[src/rtl/pong_ball_engine.sv]
`default_nettype none
// ============================================================================
//  Module   : pong_ball_engine
//  Brief    : Ball-physics engine for the ping-pong game. Moves the ball one
//             diagonal cell per step, reflects it off the top/bottom walls
//             and the paddles, and pulses a score event when a paddle misses.
//  Revision : 1.0 - initial release
// ============================================================================
module pong_ball_engine #(
    parameter int GRID_W     = 64,
    parameter int GRID_H     = 64,
    parameter int PADDLE_H   = 8,
    parameter int TICK_DIV   = 500000,
    parameter int POINT_HOLD = 16
) (
    input  logic       clk_clk,
    input  logic       reset_reset,
    input  logic       enable,
    input  logic       serve,
    input  logic [5:0] paddle_a_y,
    input  logic [5:0] paddle_b_y,
    output logic [5:0] ball_x,
    output logic [5:0] ball_y,
    output logic       score_a_evt,
    output logic       score_b_evt,
    output logic [1:0] game_state
);

    localparam int TICK_W = (TICK_DIV > 1) ? $clog2(TICK_DIV) : 1;
    localparam int HOLD_W = (POINT_HOLD > 1) ? $clog2(POINT_HOLD) : 1;

    localparam logic [TICK_W-1:0] TICK_LAST = TICK_W'(TICK_DIV - 1);
    localparam logic [HOLD_W-1:0] HOLD_LAST = HOLD_W'((POINT_HOLD > 0) ? POINT_HOLD - 1 : 0);

    localparam logic [5:0] X_CENTER   = 6'(GRID_W / 2);
    localparam logic [5:0] Y_CENTER   = 6'(GRID_H / 2);
    localparam logic [5:0] X_MAX      = 6'(GRID_W - 1);
    localparam logic [5:0] X_NEAR_B   = 6'(GRID_W - 2);
    localparam logic [5:0] X_BOUNCE_B = 6'(GRID_W - 3);
    localparam logic [5:0] Y_MAX      = 6'(GRID_H - 1);
    localparam logic [6:0] PAD_SPAN   = 7'(PADDLE_H - 1);

    typedef enum logic [1:0] {
        ST_SERVE_WAIT = 2'd0,
        ST_RUN        = 2'd1,
        ST_POINT      = 2'd2
    } state_t;

    state_t              state_q, state_d;
    logic [TICK_W-1:0]   tick_q, tick_d;
    logic [HOLD_W-1:0]   hold_q, hold_d;
    logic [5:0]          x_q, x_d;
    logic [5:0]          y_q, y_d;
    logic                dx_pos_q, dx_pos_d;   // 1: moving right (+1), 0: left (-1)
    logic                dy_pos_q, dy_pos_d;   // 1: moving down  (+1), 0: up   (-1)
    logic                a_last_q, a_last_d;   // 1: A won the most recent point
    logic                evt_a_q, evt_a_d;
    logic                evt_b_q, evt_b_d;

    logic                step;
    logic                hit_a;
    logic                hit_b;
    logic                dy_next;

    // Step strobe and paddle coverage; paddle range is 7 bits wide so a
    // paddle near the bottom is clipped by the grid instead of wrapping.
    always_comb begin
        step  = enable && (state_q != ST_SERVE_WAIT) && (tick_q == TICK_LAST);
        hit_a = ({1'b0, paddle_a_y} <= {1'b0, y_q}) &&
                ({1'b0, y_q} <= ({1'b0, paddle_a_y} + PAD_SPAN));
        hit_b = ({1'b0, paddle_b_y} <= {1'b0, y_q}) &&
                ({1'b0, y_q} <= ({1'b0, paddle_b_y} + PAD_SPAN));
        if ((dy_pos_q && (y_q == Y_MAX)) || (!dy_pos_q && (y_q == 6'd0))) begin
            dy_next = ~dy_pos_q;
        end else begin
            dy_next = dy_pos_q;
        end
    end

    // Next-state logic: game FSM, tick/hold counters and ball motion.
    always_comb begin
        state_d  = state_q;
        tick_d   = tick_q;
        hold_d   = hold_q;
        x_d      = x_q;
        y_d      = y_q;
        dx_pos_d = dx_pos_q;
        dy_pos_d = dy_pos_q;
        a_last_d = a_last_q;
        evt_a_d  = evt_a_q;
        evt_b_d  = evt_b_q;

        if (enable) begin
            evt_a_d = 1'b0;
            evt_b_d = 1'b0;
            case (state_q)
                ST_SERVE_WAIT: begin
                    x_d    = X_CENTER;
                    y_d    = Y_CENTER;
                    tick_d = '0;
                    hold_d = '0;
                    if (serve) begin
                        state_d = ST_RUN;
                    end
                end

                ST_RUN: begin
                    tick_d = step ? '0 : tick_q + 1'b1;
                    if (step) begin
                        // Y first: reflect at the walls, then move.
                        dy_pos_d = dy_next;
                        y_d      = dy_next ? y_q + 6'd1 : y_q - 6'd1;
                        // X uses the pre-step y for paddle coverage.
                        if (!dx_pos_q && (x_q == 6'd1)) begin
                            if (hit_a) begin
                                dx_pos_d = 1'b1;
                                x_d      = 6'd2;
                            end else begin
                                x_d      = 6'd0;
                                evt_b_d  = 1'b1;
                                a_last_d = 1'b0;
                                hold_d   = '0;
                                state_d  = ST_POINT;
                            end
                        end else if (dx_pos_q && (x_q == X_NEAR_B)) begin
                            if (hit_b) begin
                                dx_pos_d = 1'b0;
                                x_d      = X_BOUNCE_B;
                            end else begin
                                x_d      = X_MAX;
                                evt_a_d  = 1'b1;
                                a_last_d = 1'b1;
                                hold_d   = '0;
                                state_d  = ST_POINT;
                            end
                        end else begin
                            x_d = dx_pos_q ? x_q + 6'd1 : x_q - 6'd1;
                        end
                    end
                end

                ST_POINT: begin
                    tick_d = step ? '0 : tick_q + 1'b1;
                    if (step) begin
                        if (hold_q == HOLD_LAST) begin
                            state_d  = ST_SERVE_WAIT;
                            hold_d   = '0;
                            x_d      = X_CENTER;
                            y_d      = Y_CENTER;
                            dx_pos_d = a_last_q;   // serve toward the loser
                        end else begin
                            hold_d = hold_q + 1'b1;
                        end
                    end
                end

                default: begin
                    state_d = ST_SERVE_WAIT;
                end
            endcase
        end
    end

    // State register with asynchronous reset to the centred serve position.
    always_ff @(posedge clk_clk or posedge reset_reset) begin
        if (reset_reset) begin
            state_q  <= ST_SERVE_WAIT;
            tick_q   <= '0;
            hold_q   <= '0;
            x_q      <= X_CENTER;
            y_q      <= Y_CENTER;
            dx_pos_q <= 1'b1;
            dy_pos_q <= 1'b1;
            a_last_q <= 1'b0;
            evt_a_q  <= 1'b0;
            evt_b_q  <= 1'b0;
        end else begin
            state_q  <= state_d;
            tick_q   <= tick_d;
            hold_q   <= hold_d;
            x_q      <= x_d;
            y_q      <= y_d;
            dx_pos_q <= dx_pos_d;
            dy_pos_q <= dy_pos_d;
            a_last_q <= a_last_d;
            evt_a_q  <= evt_a_d;
            evt_b_q  <= evt_b_d;
        end
    end

    assign ball_x      = x_q;
    assign ball_y      = y_q;
    assign score_a_evt = evt_a_q;
    assign score_b_evt = evt_b_q;
    assign game_state  = state_q;

endmodule
`default_nettype wire
[config.mk]
export PLATFORM = sky130hd
export DESIGN_NAME = pong_ball_engine
export DESIGN_NICKNAME = d
export VERILOG_FILES = /design/src/rtl/pong_ball_engine.sv
export SDC_FILE = /design/constraint.sdc
export NUM_CORES = 1
export LEC_CHECK = 0
export BUFFER_PORTS_ARGS = -buffer_cell sky130_fd_sc_hd__buf_2
export CAP_MARGIN = 10
export CORE_UTILIZATION = 49
export CTS_CLUSTER_SIZE = 8
export DETAILED_ROUTE_END_ITERATION = 7
export PLACE_DENSITY_LB_ADDON = 0.08
export SLEW_MARGIN = 5
export SYNTH_ARGS = -nofsm -noshare
export SYNTH_HDL_FRONTEND = slang
export SYNTH_SLANG_ARGS = --single-unit
[constraint.sdc]
create_clock -name clk_clk -period 2.4 [get_ports clk_clk]
set_input_delay 0.48 -clock clk_clk [delete_from_list [all_inputs] [get_ports clk_clk]]
set_output_delay 0.48 -clock clk_clk [all_outputs]
set_load 0.005 [all_outputs]
=== Word level (Yosys, flattened, before mapping) ===
Index checks and enable logic that the tools add are counted.

* Output and inout port bits: 16
* Register bits: 42
* Word-level logic and storage cells: 120
* Bits of input ports: 16

* Bitwise logic cells: 1
* Reductions and logical operators: 26
* Add/subtract/negate cells: 8
* Muxes and demuxes: 53
* Equality and inequality tests: 18
* Magnitude comparators: 4

{| class="wikitable"
|+ Operators by type and width
! kind !! number
|-
| 2-to-1 mux 6 bit || 8
|-
| one-hot mux 19 bit (2 select lines) || 1
|-
| one-hot mux 6 bit (3 select lines) || 2
|-
| 2-to-1 mux 4 bit || 7
|-
| 2-to-1 mux 1 bit || 21
|-
| 2-to-1 mux 2 bit || 10
|-
| adder 19 x 1 -> 19 bit (second input constant) || 1
|-
| equality test 19 bit (second input constant) || 1
|-
| 2-to-1 mux 19 bit || 1
|-
| AND reduction 8 bit || 2
|-
| != test 3 bit (second input constant) || 5
|-
| adder 6 x 3 -> 7 bit (second input constant) || 2
|-
| <= comparator 6 x 7 -> 1 bit || 2
|-
| adder 6 x 1 -> 6 bit (second input constant) || 2
|-
| equality test 6 bit (second input constant) || 2
|-
| <= comparator 6 bit || 2
|-
| one-hot mux 4 bit (3 select lines) || 1
|-
| subtractor 6 x 1 -> 6 bit (second input constant) || 2
|-
| != test 2 bit (second input constant) || 5
|-
| logical AND 1 bit || 8
|-
| nonzero test 2 bit || 4
|-
| AND reduction 7 bit || 1
|-
| equality test 6 x 1 -> 1 bit (second input constant) || 1
|-
| zero test 6 bit || 1
|-
| 17 further kinds || 18
|}

=== Depth between registers and ports, before layout ===
* Depth after elaboration: 8
* Mapped depth: 12
* Depth with buffers taken out: 12

=== Worst setup path before layout ===
OpenSTA, ideal clock, no wires.

* Path kind: in2reg
* Start: in paddle_b_y[0]
* End: reg hold_q[0]
* Stages: 11
* Arrival: 2.481 ns
* Slack: -0.206 ns
* Buffers on the path: 0
* Setup time: 0.125 ns
* Required time: 2.275 ns
* Path through: inv_1 -> ha_1 -> nand2b_1 -> nand2_1 -> xor2_1 -> ha_1 -> a211o_1 -> o21a_1 -> a22o_2 -> o21ai_2 -> mux2_4

* Cells in the longest elaborated chain, start to end: 5
* Elaborated cells on any way between the ends: 6
* Those cells by class: add/sub (1); order compare (2); eq/ne (1); reduce/logical (2)

{| class="wikitable"
|+ RTL lines
! item !! line !! source
|-
| start: declaration || 21 || <nowiki>input logic [5:0] paddle_b_y,</nowiki>
|-
| adder 6 x 3 -> 7 bit || 72 || <nowiki>({1'b0, y_q} <= ({1'b0, paddle_b_y} + PAD_SPAN));</nowiki>
|-
| <= comparator 6 x 7 -> 1 bit || 72 ||
|-
| logical AND 1 bit (*) || 71 || <nowiki>hit_b = ({1'b0, paddle_b_y} <= {1'b0, y_q}) &&</nowiki>
|-
| != test 3 bit (no line) (*) || -- ||
|-
| AND reduction 7 bit (no line) (*) || -- ||
|-
| end signal: assignment || 180 || <nowiki>hold_q <= hold_d;</nowiki>
|-
| end: declaration || 51 || <nowiki>logic [HOLD_W-1:0] hold_q, hold_d;</nowiki>
|}

Every way passes the cells marked *; elsewhere a longest branch is shown, timed or not.
A chain may end at the register's enable or synchronous reset.

=== Worst setup path after layout ===
* Start: in paddle_a_y[1]
* End: reg hold_q[0]

* Cells in the longest elaborated chain, start to end: 5
* Elaborated cells on any way between the ends: 6
* Those cells by class: add/sub (1); order compare (2); eq/ne (1); reduce/logical (2)

{| class="wikitable"
|+ RTL lines
! item !! line !! source
|-
| start: declaration || 20 || <nowiki>input logic [5:0] paddle_a_y,</nowiki>
|-
| adder 6 x 3 -> 7 bit || 70 || <nowiki>({1'b0, y_q} <= ({1'b0, paddle_a_y} + PAD_SPAN));</nowiki>
|-
| <= comparator 6 x 7 -> 1 bit || 70 ||
|-
| logical AND 1 bit (*) || 69 || <nowiki>hit_a = ({1'b0, paddle_a_y} <= {1'b0, y_q}) &&</nowiki>
|-
| != test 3 bit (no line) (*) || -- ||
|-
| AND reduction 7 bit (no line) (*) || -- ||
|}

Marked as above.

==> impl_metrics.env <==
export IMPL_fill_cells=559
export IMPL_antenna_found_initial=0
export IMPL_syn_num_nets=441
export IMPL_drt_iter0_drc=119
export IMPL_start_util_pct=51.88
export IMPL_cts_buffers_inserted=5
export IMPL_internal_power_uw=1233
export IMPL_max_clock_path_buffers=2
export IMPL_hold_slack_ps=295.0
export IMPL_period_share_pct=100.3
export IMPL_slowest_stage="ha_1"
export IMPL_cp_num_buf_inv=2
export IMPL_syn_avg_cell_area_sq_um=8.775
export IMPL_coreArea_sq_um=6495
export IMPL_die_x_microns=84.93
export IMPL_routabilityCongestion=0.8285
export IMPL_p_sw_uw=489.9
export IMPL_synth_cell_type_count=60
export IMPL_vias_per_cell=5.740
export IMPL_worstPathRequired_ps=2600
export IMPL_num_io_pins=32
export IMPL_grt_overflow_total=0
export IMPL_cp_top_family="compound AO/OA/AOI/OAI gates"
export IMPL_vias=3140
export IMPL_drive_gt1_share_pct=29.15
export IMPL_cp_depth=13
export IMPL_worst_ir_drop_vdd_mv=0.4775
export IMPL_path_class="primary input to register"
export IMPL_cts_tree="done"
export IMPL_cp_max_fo=6
export IMPL_htree_levels=2
export IMPL_drtAntennaViolNets=0
export IMPL_status="finished, violations left"
export IMPL_slowest_delay_ps=320
export IMPL_rrSetupSlack_ps=30
export IMPL_yosysSeqAreaShare_pct=31.34
export IMPL_rows=29
export IMPL_end_kind="register"
export IMPL_swShare_pct=28.44
export IMPL_grtUsageTotal_pct=25.21
export IMPL_start_kind="primary input"
export IMPL_layout_setup_ws_ps=-6.006
export IMPL_fin_nets=526
export IMPL_yosysWarnings=0
export IMPL_cp_cell_sequence="buf_8 -> inv_4 -> ha_4 -> nand2b_4 -> nand2_2 -> xor2_1 -> ha_1 -> a21o_1 -> a21oi_2 -> a2111o_1 -> nand3_4 -> o21ai_4 -> mux2_4"
export IMPL_p_leak_uw=0.002074
export IMPL_num_antenna_cells=0
export IMPL_wire_per_inst_microns=15.89
export IMPL_drt_drc_violations_left=2
export IMPL_cts_root_buffer="clkbuf_8"
export IMPL_dieArea_sq_um=7212
export IMPL_portBuffers=31
export IMPL_grt_max_degree=43
export IMPL_rsz0062_at_grt="yes"
export IMPL_period_minus_slack_ps=2406
export IMPL_setup_viol=1
export IMPL_worstMarginPinSlew_ps=535.5
export IMPL_postCtsHoldBufs=0
export IMPL_share_comb_of_total_power_pct=21.0
export IMPL_grt_pass1_vias=3066
export IMPL_syn_inst=384
export IMPL_max_freq_mhz=415.6
export IMPL_arrival_ps=2600
export IMPL_clk_pin_slew_worst_paths_ps=90
export IMPL_r2r_cells=6
export IMPL_hold_viol=0
export IMPL_netlist_area_sq_um=3369
export IMPL_synth_edf_count=0
export IMPL_syn_to_final_growth_pct=28.48
export IMPL_maxSlewHeadroom_pct=64.30
export IMPL_cts_sinks=42
export IMPL_fin_skew_ps=10.31
export IMPL_grt_pass1_wl_mm=14.33
export IMPL_violations="design-rule violations, negative setup slack"
export IMPL_hp_class="primary input to asynchronous set/reset pin"
export IMPL_sequentialPowerShare_pct=46.0
export IMPL_place_inst=535
export IMPL_fin_cells=547
export IMPL_dp_hpwl_mm=6.533
export IMPL_fp_dieH_microns=84.93
export IMPL_ys_ff_latch=42
export IMPL_synthFlopType="dfrtp_1"
export IMPL_clock_latency_ps=300
export IMPL_async_flop_share_pct=100.0
export IMPL_pwr_share_clk_pct=33.0
export IMPL_drt_first_pass_iters=6
export IMPL_pwr_density_cell_nw_per_um2=398.0
export IMPL_power_uw=1723
export IMPL_place_ws_ps=-404.4
export IMPL_drt_total_wl_mm=8.693
export IMPL_drv_cap=0
export IMPL_drv_slew=0
[sequential cells by signal, summed over array words and instances, names as in the netlist]
| signal | flops |
|---|---|
| tick_q | 19 |
| ball_x | 6 |
| ball_y | 6 |
| hold_q | 4 |
| game_state | 2 |
| a_last_q | 1 |
| dx_pos_q | 1 |
| dy_pos_q | 1 |
| score_a_evt | 1 |
| score_b_evt | 1 |
[logic make-up after synthesis]
| family | count (synthesis) | share of synthesized area (%) |
|---|---|---|
| xor+xnor | 29 | 7.538 |
| simple gates | 146 | 22.80 |
| flops | 42 | 31.34 |
| fa+ha+maj | 41 | 15.45 |
| buf+inv | 33 | 4.122 |
| compound gates | 89 | 17.42 |
| mux | 4 | 1.337 |
[routing by layer]
metal	track usage [%]	part of all wire, %	up-vias
li1	-	-	1565
met1	33.91	48	1513
met2	42.13	47	54
met3	3.599	3.4	8
met4	8.012	1.1	0
met5	0	0	-
[path summary, 6_finish.rpt]
check | end | startpoint
min reg2reg | dy_pos_q | dy_pos_q
max reg2reg | hold_q[0] | ball_x[3]
min | tick_q[6] | reset_reset
max | hold_q[0] | paddle_a_y[1]
min in group clk_clk | score_b_evt | enable
max in group asynchronous | ball_y[1] | reset_reset
[power groups by stage]
stage / registers, uW / clock network [uW] / logic [uW]
CTS: 792 / 581 / 330
finish: 792 / 569 / 362
global route: 800 / 602 / 402
global placement: 803 / 0 / 315
floorplan: 811 / 0 / 186
detailed placement: 805 / 0 / 322
[placed cells by master (no fill, tap or decap), types with 3 or more instances in the layout]
cell type and n:
buf_4 54, ha_1 37, dfrtp_1 36, nor2_1 34, nand2_1 29, buf_2 27, o21ai_0 21, inv_1 20
xor2_1 20, nand3_1 16, a21oi_1 13, nand4_1 12, xnor2_1 8, a21o_1 8, a31oi_1 6, nor2b_1 5
nand2b_1 5, and4_1 5, clkbuf_8 5, nor3_1 4, and3_1 4, a21oi_2 4, o22ai_1 4, o211ai_1 4
dfstp_2 4, nand4b_1 3, nand3b_1 3, a211oi_2 3, mux2i_1 3, o21ai_1 3, nor3_2 3, o221ai_1 3
ha_4 3, buf_6 3
[through the flow]
stage	TNS (ps)	instance area, sq um	utilization (%)
after floorplan	-230.4	3422	-
after global placement	-2432	4011	61.76
after detailed placement	-2916	4011	61.76
after CTS	-20.88	4165	64.13
after global routing	-263.0	4329	66.65
final	-6.006	4329	66.65
[tightest hold or removal path: cells and delay by family]
kind / cells / cell delay [ps]
buf+inv: 3 / 590
[cell usage after synthesis (4+ instances only)]
cell type  count  area share, %
and4_1         5            1.3
nor2_1        35            3.9
nor2b_1        5           0.93
a21oi_1       17            2.5
and3_1         5           0.93
dfrtp_1       38             28
dfstp_2        4            3.1
o21ai_0       22            3.3
xor2_1        20            5.2
nand3_1       17            2.5
ha_1          40             15
inv_1         25            2.8
o211ai_1       4           0.89
nor3_1         7            1.0
nand4_1       12            2.2
clkbuf_1       6           0.67
a21o_1         8            1.8
o22ai_1        4           0.74
nand2b_1       6            1.1
nand2_1       30            3.3
xnor2_1        9            2.3
a31oi_1        6            1.1
[cell type report]
cell class | count | area, sq um | area share [%]
clock buffers | 5 | 68.82 | 1.590
well taps | 77 | 96.34 | 2.225
flip-flops and latches | 42 | 1059 | 24.45
clock inverters | 3 | 40.04 | 0.9249
inverters | 25 | 121.4 | 2.803
repair buffers | 86 | 604.3 | 13.96
multi-input cells | 309 | 2340 | 54.05
[timing repair]
action	CTS	global route
endpoints found under the setup margin	6	15
pin swaps	0	21
buffers inserted	0	4
resized for setup	11	30
Power figures use the tool's default switching activity.
